## src/rtl/atan_share_arbiter.sv

```systemverilog
// Round-robin front end that time-shares one Arctan2 core between NUM_REQ requesters.
// One job at a time: grant, latch operands, run the core, return the angle, flush the core.
module atan_share_arbiter #(
    parameter int NUM_REQ = 3,
    parameter int ANGLE_W = 13,
    parameter int TIMEOUT = 1023
) (
    input  logic                   clk,
    input  logic                   reset,
    input  logic [NUM_REQ-1:0]     req,
    input  logic [64*NUM_REQ-1:0]  arg1_in,
    input  logic [64*NUM_REQ-1:0]  arg2_in,
    output logic [NUM_REQ-1:0]     done,
    output logic [NUM_REQ-1:0]     err,
    output logic [ANGLE_W-1:0]     angle_out,
    output logic                   busy,
    output logic [63:0]            core_arg1,
    output logic [63:0]            core_arg2,
    output logic                   core_enable,
    output logic                   core_reset,
    input  logic [ANGLE_W-1:0]     core_angle,
    input  logic                   core_ready
);

    localparam int IW = $clog2(NUM_REQ);
    localparam int CW = $clog2(TIMEOUT + 1);

    localparam logic [2:0] IDLE    = 3'd0;
    localparam logic [2:0] LOAD    = 3'd1;
    localparam logic [2:0] RUN     = 3'd2;
    localparam logic [2:0] DELIVER = 3'd3;
    localparam logic [2:0] FLUSH   = 3'd4;

    logic [2:0]    state;
    logic [IW-1:0] rr;
    logic [IW-1:0] win;
    logic [IW-1:0] pick;
    logic [CW-1:0] wd;

    // Scan offsets high to low so the smallest offset from rr is the last writer and wins.
    always_comb begin
        int j;
        j    = 0;
        pick = rr;
        for (int k = NUM_REQ - 1; k >= 0; k--) begin
            j = int'(rr) + k;
            if (j >= NUM_REQ) j = j - NUM_REQ;
            if (req[IW'(j)]) pick = IW'(j);
        end
    end

    always_ff @(posedge clk) begin
        if (reset) begin
            state     <= IDLE;
            rr        <= '0;
            win       <= '0;
            wd        <= '0;
            done      <= '0;
            err       <= '0;
            angle_out <= '0;
            core_arg1 <= '0;
            core_arg2 <= '0;
        end else begin
            done <= '0;
            err  <= '0;
            case (state)
                IDLE: begin
                    if (|req) begin
                        win       <= pick;
                        core_arg1 <= arg1_in[64*pick +: 64];
                        core_arg2 <= arg2_in[64*pick +: 64];
                        rr        <= (pick == IW'(NUM_REQ - 1)) ? '0 : pick + IW'(1);
                        state     <= LOAD;
                    end
                end
                LOAD: begin
                    wd    <= '0;
                    state <= RUN;
                end
                RUN: begin
                    // A requester that walked away gets nothing back, even if the core just finished.
                    if (!req[win]) begin
                        state <= FLUSH;
                    end else if (core_ready) begin
                        angle_out <= core_angle;
                        done[win] <= 1'b1;
                        state     <= DELIVER;
                    end else if (wd == CW'(TIMEOUT)) begin
                        err[win] <= 1'b1;
                        state    <= FLUSH;
                    end else begin
                        wd <= wd + CW'(1);
                    end
                end
                DELIVER: state <= FLUSH;
                FLUSH:   state <= IDLE;
                default: state <= IDLE;
            endcase
        end
    end

    assign busy        = (state != IDLE);
    assign core_enable = (state == RUN);
    assign core_reset  = (state == IDLE) || (state == FLUSH);

endmodule

```

## config.mk

```make
export PLATFORM = sky130hd
export DESIGN_NAME = atan_share_arbiter
export DESIGN_NICKNAME = d
export VERILOG_FILES = /design/src/rtl/atan_share_arbiter.sv
export SDC_FILE = /design/constraint.sdc
export NUM_CORES = 1
export LEC_CHECK = 0
export CORE_AREA = 2 2 213 215
export CTS_CLUSTER_DIAMETER = 150
export CTS_CLUSTER_SIZE = 28
export DETAILED_ROUTE_END_ITERATION = 8
export DIE_AREA = 0 0 215 217
export SLEW_MARGIN = 20
export SYNTH_ARGS = -nofsm -noshare
export SYNTH_HDL_FRONTEND = slang
export SYNTH_SLANG_ARGS = --single-unit
```

## constraint.sdc

```tcl
create_clock -name clk -period 6 [get_ports clk]
set_input_delay 1.2 -clock clk [delete_from_list [all_inputs] [get_ports clk]]
set_output_delay 1.2 -clock clk [all_outputs]
set_load 0.02 [all_outputs]
```

* Yosys cells after proc, flatten, opt, wreduce, memory -nomap -nowiden
Cells that the tools add are included.
Storage, ports and cells: logic and storage cells 82, register bits 164, output and inout bits 150, input bits 403
Cells by class: reductions and logical operators 12, equality and inequality tests 11, magnitude comparators 8, bitwise operators 4, shifts and indexed selects 2, add/subtract/negate cells 7, multiplexer cells 29
Operators with widths (count):
- variable part select 192 x 9 -> 64 bit | 2
- 2-to-1 mux 10 bit | 3
- case mux 10 bit (2 select lines) | 1
- 2-to-1 mux 2 bit | 7
- less-than comparator 2 x 4 -> 1 bit, second input constant | 3
- 2-to-1 mux 3 bit | 4
- case mux 3 bit (4 select lines) | 1
- adder 10 x 1 -> 10 bit, second input constant | 1
- == test 10 bit, second input constant | 1
- binary-select mux 1 bit (select 2 bit) | 4
- 2-to-1 mux 1 bit | 8
- == test 3 x 2 -> 1 bit, second input constant | 2
- >= comparator 3 x 2 -> 1 bit, second input constant | 2
- != test 2 bit, second input constant | 3
- subtractor 2 bit, second input constant | 3
- OR reduction 5 bit | 1
- != test 4 x 3 -> 1 bit, second input constant | 1
- NOT 1 bit | 4
- AND reduction 2 bit | 2
- AND reduction 4 bit | 1
- OR reduction 4 bit | 1
- adder 2 x 1 -> 3 bit, second input constant | 1
- adder 2 x 2 -> 3 bit, second input constant | 1
- == test 3 x 1 -> 1 bit, second input constant | 1
- other kinds (15) | 15

* Depth between registers and ports, before layout
depth in word-level cells 11, mapped depth 11

* Worst setup path after synthesis
No wires, ideal clock.
kind input to register, start point input req[1], end point register core_arg1[0], path slack 3.267 ns, arrival 2.608 ns, stages on the path 8, library setup time 0.125 ns, cell sequence buf_2 -> mux2i_1 -> o22ai_1 -> a211oi_4 -> buf_6 -> clkbuf_1 -> or2_2 -> o32ai_2
Between the ends: word-level cells in the longest chain between the ends 7, elaborated cells between the ends (all ways) 15, classes of those cells shift: 1; mux: 12; reduce/logical: 2
Ends and longest elaborated chain:
- from (decl) | RTL line 10 | input logic [NUM_REQ-1:0] req,
- binary-select mux 1 bit (select 2 bit) | RTL line 48 | if (req[IW'(j)]) pick = IW'(j);
- 2-to-1 mux 1 bit (not written as such) (2 in series) | RTL line 48
- 2-to-1 mux 2 bit (3 in series) | RTL line 48
- variable part select 192 x 9 -> 64 bit | RTL line 70 | core_arg1 <= arg1_in[64*pick +: 64];
- to (signal assigned) | RTL line 70
- to (decl) | RTL line 17 | output logic [63:0] core_arg1,
Several ways; a longest one is shown, not always the timed one. The select of a mux whose other input is x is not followed. A chain may end at the register's enable or synchronous reset.

* Worst setup path in the final report
start point input req[2], end point register core_arg2[23]
Between the ends: word-level cells in the longest chain between the ends 7, elaborated cells between the ends (all ways) 15, classes of those cells shift: 1; mux: 12; reduce/logical: 2
Ends and longest elaborated chain:
- binary-select mux 1 bit (select 2 bit) | RTL line 48
- 2-to-1 mux 1 bit (not written as such) (2 in series) | RTL line 48
- 2-to-1 mux 2 bit (3 in series) | RTL line 48
- variable part select 192 x 9 -> 64 bit | RTL line 71 | core_arg2 <= arg2_in[64*pick +: 64];
- to (signal assigned) | RTL line 71
- to (decl) | RTL line 18 | output logic [63:0] core_arg2,
Several ways; a longest one is shown, not always the timed one. The select of a mux whose other input is x is not followed.

==> impl_summary.md <==
STA
At the pin with the least slew margin, the transition time is about 1.3 ns. The total negative slack is 0 ns. Setup repair after global routing left no endpoint under its margin. The number of setup violations in the final report is 0. The number of max-slew violations in the final report came to 0.

Timing would allow up to 0.279 GHz. Subtracting the final worst setup slack from the clock period gives 3.58 ns. The count of endpoints failing hold in the final timing report is 0.

The worst slew margin relative to its limit is 15.7%. Of the available clock period, the critical path in the final layout requires 59.7%. The maximum clock skew at final layout is 0.0111 ns.

Placement
The count of input and output buffers is roughly 550. After legalization and detailed placement, the total HPWL measured 29.2 mm. The global placement routability congestion is 0.832.

Route
The final routed wirelength across all metal layers is 39.9 mm. The detailed router finished its first iteration with 509 violations. In the routed design, unresolved DRC markers number 0. For this run, the detailed router's first-pass iteration total came to 4.

The post-route antenna net violation count is 0. The vias per cell is about 4.7. The wire length per cell is ~19 um. The routed layout has 10100 vias.

Die
The floorplan has approximately 80 rows. The number of I/O pins is 553. In this run the horizontal extent of the chip is 215 um. The floorplan step defined a die boundary enclosing 46700 um2.

The initial core utilization is 23.9%. The core footprint is 44700 um2. The die boundary height is 217 um.

Synthesis
The most used flip-flop cell after synthesis is sky130_fd_sc_hd__dfxtp_1. The cell area that synthesis handed to floorplanning was 10700 um2. The netlist uses 52 different library cells. Synthesis inferred 164 register bits. Averaged over all synthesized cells, the footprint is roughly 10 um2.

The total number of yosys warnings is 0. The number of nets produced by synthesis is roughly 1500. The count of flip-flops with a built-in enable after synthesis is 0.

For this run, asynchronously set or reset flops after synthesis account for 0%. The sequential-to-total area share from yosys stat is 30.7%. Counting every instance in the synthesized netlist gives ~1100.

Clock tree
The TritonCTS clock tree is done. Buffers added to address setup during post-CTS repair amount to 0. No sink is reached through more buffers than the 2 on the longest clock path. In this run the number of H-tree levels came out at 4. The clock root buffer is sky130_fd_sc_hd__clkbuf_16. The clock buffer count from CTS is 17. The number of clock sinks seen by CTS is 164. The clock reaches the later pin of the worst-skew pair after 0.49 ns. The post-cts sizing count is 0. The clock-pin slew reported for the worst setup and hold paths after clock tree synthesis is 0.07 ns. The number of buffers added to fix hold violations after cts is 0.

Critical path
The endpoint identified for the worst register-to-register timing path is core_arg2[23]$_SDFFE_PP0P_. The setup path with the least slack is of type in -> reg. The slowest stage of the critical path belongs to the cell sky130_fd_sc_hd__clkdlybuf4s50_1. Along the worst path, the maximum fanout reaches approximately 260.

For the worst setup path, the data required time is 6.39 ns. STA classifies the critical path endpoint as a flop. For the worst setup path, the data arrival time is roughly 4.0 ns. The reg-to-reg startpoint is rr[0]$_SDFFE_PP0P_. The number of buffer and inverter instances along the worst setup path is 2. In this run the register-to-register setup slack is 2.76 ns. The largest incremental delay on the critical path is 0.62 ns. In this run the worst setup path begins at req[2]. The signal on the critical path passes through clkdlybuf4s50_1 > and3b_2 > o22ai_1 > a211oi_4 > buf_12 > a21oi_1 > o32ai_2.

The depth of the worst register-to-register path is 8. STA classifies the critical path startpoint as an input port. Grouping stages by cell kind, the critical path spends the most delay in buffers and inverters.

GRT
Global routing used 16.6% of the available tracks. The pin count of the biggest net entering global routing is 259. The residual overflow from global routing is 0.

The wire length of the first global-routing pass is between 60 and 70 mm. The initial antenna violation count is 1. The number of global-route vias before repair is 10000.

Cells and area
Compared with the post-synthesis result, the final layout area differs by 59.2%. The final layout contains 1945 nets. Cells with a size suffix above 1 make up 19.4% of the layout.

Min path
The tightest min-delay check is of the reg -> reg type. The path with the worst hold slack has its endpoint at wd[1]$_SDFFE_PP0P_. The origin of the worst min-delay path is wd[1]$_SDFFE_PP0P_. Counting instances, the worst hold path has a depth of 2.

Pwr
The maximum resistive drop on vdd is 458 uV. For this design the ratio of total power to cell area is 482 nW/um2. The total power is a little over 8 mW. The leakage power is 6.52 nW.

Status
The run finished with clean final reports.

Job
The tool flagged a number of max-cap violations equal to 0.
report_power, final:
| group | internal [mW] | switching, mW |
|---|---|---|
| combinational | 2.48 | 2.93 |
| sequential | 1.49 | 0.219 |
| clock | 0.580 | 0.506 |
routing by layer:
| metal | up-vias | GRT usage, % | wire (um) |
|---|---|---|---|
| met3 | 34 | 5.20 | 2650 |
| met4 | 0 | 5.56 | 723 |
| met2 | 315 | 28.3 | 19600 |
| li1 | 4950 | - | - |
| met1 | 4762 | 19.8 | 17000 |
| met5 | - | 0 | 0 |
metrics by stage:
step	area, um2	instances	hold WS [ns]	worst slack [ns]	util, %
global placement	16400	2119	0.462	2.02	36.8
detailed placement	16400	2119	0.468	1.94	36.8
CTS	17000	2151	0.483	2.49	38.0
global route	17000	2152	0.509	2.30	38.0
finish	17000	2152	0.482	2.42	38.0
floorplan	10700	1060	0.449	3.27	-
layout make-up:
cell class,instances,area [um2]
Clock buffer,20,447
Multi-Input combinational cell,781,6670
Timing Repair Buffer,567,5710
Clock inverter,12,106
Antenna cell,1,2.50
Sequential cell,164,3280
Tap cell,600,751
Fill cell,4491,27700
Inverter,7,26.3
worst max-delay path by stage:
stage                                  to  slack, ns  depth (start not counted)
2_1_floorplan   core_arg1[0]$_SDFFE_PP0P_       3.27                          8
3_3_place_gp   core_arg1[17]$_SDFFE_PP0P_       2.02                          8
3_5_place_dp   core_arg1[17]$_SDFFE_PP0P_       1.94                          8
4_1_cts        core_arg2[43]$_SDFFE_PP0P_       2.49                          8
5_1_grt         core_arg1[8]$_SDFFE_PP0P_       2.30                          6
6_report       core_arg2[23]$_SDFFE_PP0P_       2.42                          7
Yosys cell counts (2+ instances only):
cell | number | area [um2]
sky130_fd_sc_hd__dfxtp_1 | 164 | 3280
sky130_fd_sc_hd__mux2i_1 | 144 | 1440
sky130_fd_sc_hd__a21oi_1 | 138 | 691
sky130_fd_sc_hd__o21bai_1 | 128 | 961
sky130_fd_sc_hd__or2_2 | 122 | 763
sky130_fd_sc_hd__o32ai_2 | 120 | 1950
sky130_fd_sc_hd__clkbuf_1 | 40 | 150
sky130_fd_sc_hd__buf_6 | 31 | 349
sky130_fd_sc_hd__nor2_1 | 28 | 105
sky130_fd_sc_hd__buf_2 | 21 | 105
sky130_fd_sc_hd__buf_4 | 16 | 120
sky130_fd_sc_hd__nand2_1 | 15 | 56.3
sky130_fd_sc_hd__nor3_1 | 8 | 40.0
sky130_fd_sc_hd__o32ai_1 | 8 | 70.1
sky130_fd_sc_hd__inv_1 | 7 | 26.3
sky130_fd_sc_hd__nand3_1 | 6 | 30.0
sky130_fd_sc_hd__or2_1 | 6 | 37.5
sky130_fd_sc_hd__nand2b_1 | 5 | 31.3
sky130_fd_sc_hd__xnor2_1 | 5 | 43.8
sky130_fd_sc_hd__ha_1 | 4 | 50.1
sky130_fd_sc_hd__o21ai_0 | 4 | 20.0
sky130_fd_sc_hd__or3_1 | 4 | 25.0
sky130_fd_sc_hd__a21o_1 | 3 | 22.5
sky130_fd_sc_hd__a311oi_1 | 2 | 17.5
sky130_fd_sc_hd__nand3b_1 | 2 | 15.0
sky130_fd_sc_hd__nand4_1 | 2 | 12.5
sky130_fd_sc_hd__or4_1 | 2 | 15.0
worst register-to-register path: stages (launching register included):
cell                       delay [ns]
sky130_fd_sc_hd__dfxtp_1         0.34
sky130_fd_sc_hd__inv_1           0.10
sky130_fd_sc_hd__ha_1            0.53
sky130_fd_sc_hd__and3b_2         0.31
sky130_fd_sc_hd__o22ai_1         0.13
sky130_fd_sc_hd__a211oi_4        0.30
sky130_fd_sc_hd__buf_12          0.51
sky130_fd_sc_hd__a21oi_1         0.70
sky130_fd_sc_hd__o32ai_2         0.23
layout by cell type, fill, tap and decap left out, types with 2 or more instances in the layout:
master	n
sky130_fd_sc_hd__or3_1	4
sky130_fd_sc_hd__o32ai_1	8
sky130_fd_sc_hd__nand2_1	14
sky130_fd_sc_hd__nand3b_1	2
sky130_fd_sc_hd__a311oi_1	2
sky130_fd_sc_hd__nand2b_1	4
sky130_fd_sc_hd__xnor2_1	5
sky130_fd_sc_hd__nand3_1	5
sky130_fd_sc_hd__or2_2	122
sky130_fd_sc_hd__buf_4	10
sky130_fd_sc_hd__nand4_1	2
sky130_fd_sc_hd__clkbuf_16	17
sky130_fd_sc_hd__a21o_1	3
sky130_fd_sc_hd__clkinv_2	4
sky130_fd_sc_hd__clkbuf_1	2
sky130_fd_sc_hd__clkinvlp_4	4
sky130_fd_sc_hd__o21bai_1	128
sky130_fd_sc_hd__or2_1	6
sky130_fd_sc_hd__o21ai_0	4
sky130_fd_sc_hd__mux2i_1	144
sky130_fd_sc_hd__a21oi_1	138
sky130_fd_sc_hd__o32ai_2	120
sky130_fd_sc_hd__inv_6	2
sky130_fd_sc_hd__clkdlybuf4s50_1	551
sky130_fd_sc_hd__ha_1	4
sky130_fd_sc_hd__nor2_1	28
sky130_fd_sc_hd__nor3_1	8
sky130_fd_sc_hd__inv_1	7
sky130_fd_sc_hd__buf_12	6
sky130_fd_sc_hd__or4_1	2
sky130_fd_sc_hd__dfxtp_1	164
kinds of logic (layout without fill, tap and decap cells):
family	Yosys count	count (layout)	share of synthesized area, %
simple gates	212	212	11.5
other cells	0	1	0
buf+inv	115	606	7.03
flops	164	164	30.7
mux	144	144	13.5
xor+xnor	6	6	0.492
compound gates	415	415	36.2
fa+ha+maj	4	4	0.469
flip-flops by register name, indices dropped and copies added, names as in the netlist:
register / count
core_arg1: 64
core_arg2: 64
angle_out: 13
wd: 10
done: 3
err: 3
state: 3
rr: 2
win: 2
No activity file was read; power rests on OpenSTA's default activity.
==> RTL change 1 (same settings) <==
The parameter `ANGLE_W` goes from 13 to 11.
--- a/src/rtl/atan_share_arbiter.sv
+++ b/src/rtl/atan_share_arbiter.sv
@@ -2,7 +2,7 @@
 // One job at a time: grant, latch operands, run the core, return the angle, flush the core.
 module atan_share_arbiter #(
     parameter int NUM_REQ = 3,
-    parameter int ANGLE_W = 13,
+    parameter int ANGLE_W = 11,
     parameter int TIMEOUT = 1023
 ) (
     input  logic                   clk,
Interface: changed (resized angle_out and core_angle); port bits go from 553 to 549. The function was not compared with the original's and may differ.
==> RTL change 1 against the original RTL <==
Sequential cell count shrank 2. Clock skew is 0.0041 ns lower. Sequential share of layout area is 0.20 points lower. Cell area shrank 0.17%. Worst setup slack worse by 0.17 ns. Clock power is 8% higher. Area after synthesis is 0.95% lower. Die area stayed put. Routed wire length down 1.7%. Critical path type unchanged. First-iteration DRC count increased by 0.98%. Power is 0.94% higher.
==> RTL change 1: results (changes against the original RTL) <==
* Outcome: completed (unchanged)
* First-pass GRT wire length at 59350 um (was 60220 um)
* Reg2reg setup slack at 2.63 ns (was 2.76 ns)
* Least-Margin Pin Slew at 1.477 ns (was 1.264 ns)
* FF-to-FF End: core_arg2[9]$_SDFFE_PP0P_ (was core_arg2[23]$_SDFFE_PP0P_)
* Worst EP arrival at 4.06 ns (was 3.97 ns)
* Crit Path Max Fanout at 49 (was 258)
* Synth Warn # at 0 (unchanged)
* DRT Wirelength at 39280 um (was 39940 um)
* Leakage Power at 6.473 nW (was 6.517 nW)
* Synth top area cells: dfxtp_1 31%, o32ai_2 20%, mux2i_1 13% (was dfxtp_1 31%, o32ai_2 18%, mux2i_1 13%)
* Register area share after synthesis at 30.66% (was 30.74%)
* Fill cells at 4533 (was 4491)
* Peak supply drop at 445.3 uV (was 457.7 uV)
* Top flop regs: core_arg1: 64 flops, core_arg2: 64 flops, angle_out: 11 flops (was core_arg1: 64 flops, core_arg2: 64 flops, angle_out: 13 flops)
* Most frequent cells after synthesis: 162 x dfxtp_1, 142 x mux2i_1, 138 x a21oi_1 (was 164 x dfxtp_1, 144 x mux2i_1, 138 x a21oi_1)
* Total GRT Usage at 16.21% (was 16.63%)
* Share of cells above drive strength 1 at 17.84% (was 19.41%)
* Via-per-instance ratio at 4.721 (was 4.675)
* Vias in the first global route at 10250 (was 10040)
* Syn Nets at 1457 (was 1467)
* Skew final at 0.007085 ns (was 0.01114 ns)
* Worst-Skew Late Latency at 0.44 ns (was 0.49 ns)
* # nets final at 1928 (was 1945)
* Dpl cell area at 0.01635 mm^2 (was 0.01644 mm^2)
* Distinct cells, synth at 52 (unchanged)
* PortBufs at 548 (was 552)
* # diodes at 0 (was 1)
* RePlAce Congestion at 0.7985 (was 0.8322)
* HPWL Detailed at 28760 um (was 29230 um)
* CTS H-tree lvls at 4 (unchanged)
* Initial antenna violation count at 0 (was 1)
==> RTL change 1: changes by cell type after synthesis, sizes merged <==
cell	delta
buf	-10
clkbuf	+8
dfxtp	-2
nor2	-2
mux2i	-2
==> RTL change 1: worst max-delay path by stage <==
stage                start                          to  slack (ns)  cells after the start
finish              req[1]  core_arg2[58]$_SDFFE_PP0P_        2.25                      8
global route        req[1]  core_arg2[58]$_SDFFE_PP0P_        2.13                      8
CTS                 req[1]  core_arg1[26]$_SDFFE_PP0P_        2.30                      8
detailed placement  req[1]  core_arg2[58]$_SDFFE_PP0P_        1.83                      8
global placement    req[1]  core_arg2[58]$_SDFFE_PP0P_        1.88                      8
floorplan           req[1]   core_arg1[0]$_SDFFE_PP0P_        3.25                      9
==> RTL change 1: where the power goes <==
part           switching (W)  total (W)  leakage [nW]  internal, W
combinational        0.00295    0.00541          4.83      0.00246
clock               0.000510    0.00118         0.301     0.000674
sequential          0.000210    0.00168          1.34      0.00147
total                0.00367    0.00828          6.47      0.00461
==> RTL change 1: cells by family (layout without fill, tap and decap cells) <==
logic type | count (synthesis) | after routing | synth area share, %
AO/OA/AOI/OAI | 415 | 415 | 37.16
adder cells (fa/ha/maj) | 4 | 4 | 0.4731
buffers and inverters | 113 | 597 | 6.209
flip-flops | 162 | 162 | 30.66
XOR/XNOR | 6 | 6 | 0.4967
multiplexers | 142 | 142 | 13.44
AND/OR/NAND/NOR | 210 | 210 | 11.57
==> RTL change 1: per-stage QoR <==
stage	power, W	instances	util, %	setup slack [ns]	hold WS [ns]
after detailed placement	0.007165	2104	36.59	1.830	0.4707
final	0.008279	2136	37.97	2.254	0.4795
after global placement	0.007067	2104	36.59	1.883	0.4575
after CTS	0.008393	2136	37.97	2.298	0.4804
after global routing	0.008790	2136	37.97	2.134	0.5078
after floorplan	0.005583	1052	-	3.247	0.4492
==> RTL change 1: worst max-delay path, cell delays in order <==
cell and delay [ns]:
clkdlybuf4s50_1 0.54, mux2i_1 0.32, nor2_2 0.09, o311ai_4 0.36
o2111ai_2 0.23, nand2_4 0.69, buf_12 0.38, o32ai_2 0.15
==> RTL change 1: metal layers <==
metal	up-vias	wire (um)	track usage, %	share of wire, %
met5	-	0	0	0
met4	0	710	5.103	1.8
met3	35	2632	4.500	6.7
met2	338	19470	28.43	50
met1	4797	16470	19.16	42
li1	4914	-	-	-
==> RTL change 1: cell type report <==
class	instances	area [um^2]	share of cell area, %
Inverter	7	26.28	0.1548
Clock buffer	18	439.2	2.588
Sequential cell	162	3243	19.11
Tap cell	600	750.7	4.423
Clock inverter	14	177.7	1.047
Multi-Input combinational cell	777	6701	39.49
Timing Repair Buffer	558	5633	33.19
==> RTL change 2 (same flow settings) <==
Made on the original files. Put one more register stage on the output `err`, with the module's reset. The value now appears one clock later. The other outputs are not delayed to match.
--- a/src/rtl/atan_share_arbiter.sv
+++ b/src/rtl/atan_share_arbiter.sv
@@ -31,6 +31,8 @@
     localparam logic [2:0] DELIVER = 3'd3;
     localparam logic [2:0] FLUSH   = 3'd4;
 
+    logic [NUM_REQ-1:0] err_s0;
+
     logic [2:0]    state;
     logic [IW-1:0] rr;
     logic [IW-1:0] win;
@@ -56,13 +58,13 @@
             win       <= '0;
             wd        <= '0;
             done      <= '0;
-            err       <= '0;
+            err_s0    <= '0;
             angle_out <= '0;
             core_arg1 <= '0;
             core_arg2 <= '0;
         end else begin
             done <= '0;
-            err  <= '0;
+            err_s0 <= '0;
             case (state)
                 IDLE: begin
                     if (|req) begin
@@ -86,7 +88,7 @@
                         done[win] <= 1'b1;
                         state     <= DELIVER;
                     end else if (wd == CW'(TIMEOUT)) begin
-                        err[win] <= 1'b1;
+                        err_s0[win] <= 1'b1;
                         state    <= FLUSH;
                     end else begin
                         wd <= wd + CW'(1);
@@ -103,5 +105,13 @@
     assign core_enable = (state == RUN);
     assign core_reset  = (state == IDLE) || (state == FLUSH);
 
+    always_ff @(posedge clk) begin
+        if (reset) begin
+            err <= '0;
+        end else begin
+            err <= err_s0;
+        end
+    end
+
 endmodule
 
Formal check against the unedited RTL: no difference found for any inputs over 4 cycles, from zero or initial values and one cycle with reset high; that may be too few to reach the edited logic, so the function may still have changed.
==> RTL change 2 against the original RTL <==
Worst setup slack got worse by 0.18 ns. Routed wire length shrank 0.86%. Utilization down 1.6 points. Die area unchanged. Sequential share of layout area rose by 1.2 points. Sequential cell count rose by 3. Combinational power decreased by 11%. Power decreased by 5.4%. Global-route usage is 0.27 points lower. Cell area is 4.1% lower. Area after synthesis shrank 7.2%.
==> RTL change 2: results (changes against the original RTL) <==
* Dpl cell area at 0.01569 mm^2 (was 0.01644 mm^2)
* Max_slew headroom at 4.284% (was 15.74%)
* CP delay by family, top: buffers and inverters (unchanged)
* Most frequent cells after synthesis: 167 x dfxtp_1, 143 x mux2i_1, 137 x a21oi_1 (was 164 x dfxtp_1, 144 x mux2i_1, 138 x a21oi_1)
* Synth top area cells: dfxtp_1 34%, mux2i_1 14%, o21bai_1 9.7% (was dfxtp_1 31%, o32ai_2 18%, mux2i_1 13%)
* Share of cells above drive strength 1 at 11.53% (was 19.41%)
* Leakage Power at 6.342 nW (was 6.517 nW)
* Critical Path Slowest Stage Cell: nand2_4 (was clkdlybuf4s50_1)
* Mapped Avg Cell Area at 9.287 um^2 (was 10.08 um^2)
* Distinct cells, synth at 50 (was 52)
* # nets final at 1946 (was 1945)
* Vias in the first global route at 9917 (was 10040)
* Placed Cells incl. Taps at 2120 (was 2119)
* DRT Wirelength at 39600 um (was 39940 um)
* Outcome: completed (unchanged)
* CP max stage delay at 0.61 ns
* Asr flop ratio synth at 0% (unchanged)
* Register area share after synthesis at 33.74% (was 30.74%)
* HPWL Detailed at 28530 um (was 29230 um)
* Fill cells at 4555 (was 4491)
* WL per Instance at 18.38 um (was 18.56 um)
* Bufs on Longest Clock Path at 2 (unchanged)
* Worst-Skew Late Latency at around 0.48 ns
* Detailed Route Iter0 Violations at 536 (was 509)
* Peak supply drop at 470.1 uV (was 457.7 uV)
* Skew final at 0.008318 ns (was 0.01114 ns)
* Synth Warn # at 0 (unchanged)
* Syn Nets at 1474 (was 1467)
* Total GRT Usage at 16.36% (was 16.63%)
* Clock transition at path regs at 0.07 ns (about the same)
* RePlAce Congestion at 0.8189 (was 0.8322)
* Crit Path Max Fanout at 70 (was 258)
* Initial antenna violation count at 2 (was 1)
* Via-per-instance ratio at 4.703 (was 4.675)
* PortBufs at 552 (unchanged)
* Post-CTS Setup Bufs at 0 (unchanged)
* Drt first pass iters at 5 (was 4)
* Largest net degree at the start of global routing at 258 (was 259)
* Post-cts sizing count at 0 (unchanged)
* Cts bufs inserted at 17 (unchanged)
* Top flop regs: core_arg1: 64 flops, core_arg2: 64 flops, angle_out: 13 flops (unchanged)
* First-pass GRT wire length at 59310 um (was 60220 um)
[RTL change 2: cell types whose count changed after synthesis, moves of 2 or more]
cell     before  now
buf_2        21   31
buf_4        16   21
buf_6        31   17
dfxtp_1     164  167
nand2_1      15   13
nor2_1       28   31
nor2b_1       1    4
nor4_1        1    3
o21ai_1       0    2
o32ai_1       8  108
o32ai_2     120   20
or2_1         6   23
or2_2       122  105
[RTL change 2: cells by family after synthesis]
logic type / after synthesis / synth area share, %
flops: 167 / 33.74
simple gates: 214 / 12.42
buf+inv: 117 / 6.907
mux: 144 / 14.58
compound gates: 415 / 31.31
xor+xnor: 6 / 0.5303
fa+ha+maj: 4 / 0.5051
[RTL change 2: worst paths after layout]
| kind | startpoint | to | slack [ns] | cells after the start |
|---|---|---|---|---|
| max | req[1] | core_arg1[2]$_SDFFE_PP0P_ | 2.24 | 8 |
| min | err_s0[0]$_SDFF_PP0_ | err[0]$_SDFF_PP0_ | 0.45 | 1 |
| max reg2reg | rr[0]$_SDFFE_PP0P_ | core_arg1[2]$_SDFFE_PP0P_ | 2.62 | 9 |
| min reg2reg | err_s0[0]$_SDFF_PP0_ | err[0]$_SDFF_PP0_ | 0.45 | 1 |
[RTL change 2: power by group]
part,total [W],internal (W),switching [W]
sequential,0.00172,0.00151,0.000215
combinational,0.00482,0.00218,0.00264
clock,0.00121,0.000665,0.000544
[RTL change 2: area by class of cell]
| type | instances | area (um^2) | area share, % |
|---|---|---|---|
| clock buffers | 17 | 425.4 | 2.609 |
| well taps | 600 | 750.7 | 4.604 |
| repair buffers | 562 | 5648 | 34.64 |
| flip-flops and latches | 167 | 3343 | 20.50 |
| clock inverters | 15 | 191.4 | 1.174 |
| diodes | 2 | 5.005 | 0.03069 |
| multi-input cells | 783 | 5913 | 36.26 |
| inverters | 8 | 30.03 | 0.1841 |
[RTL change 2: per-stage QoR]
stage	hold slack (ns)	util (%)	worst slack, ns	power [W]
after global routing	0.4646	36.48	2.072	0.008223
after detailed placement	0.4390	35.09	1.752	0.006594
after floorplan	0.4138	-	3.271	0.005078
after CTS	0.4460	36.47	2.306	0.007849
final	0.4482	36.48	2.242	0.007756
after global placement	0.4261	35.09	1.857	0.006510
[RTL change 2: metal layers]
layer,GRT usage (%),wire length [um]
met5,0,0
met4,5.540,891
met3,5.604,2977
met2,27.62,19190
met1,19.39,16540
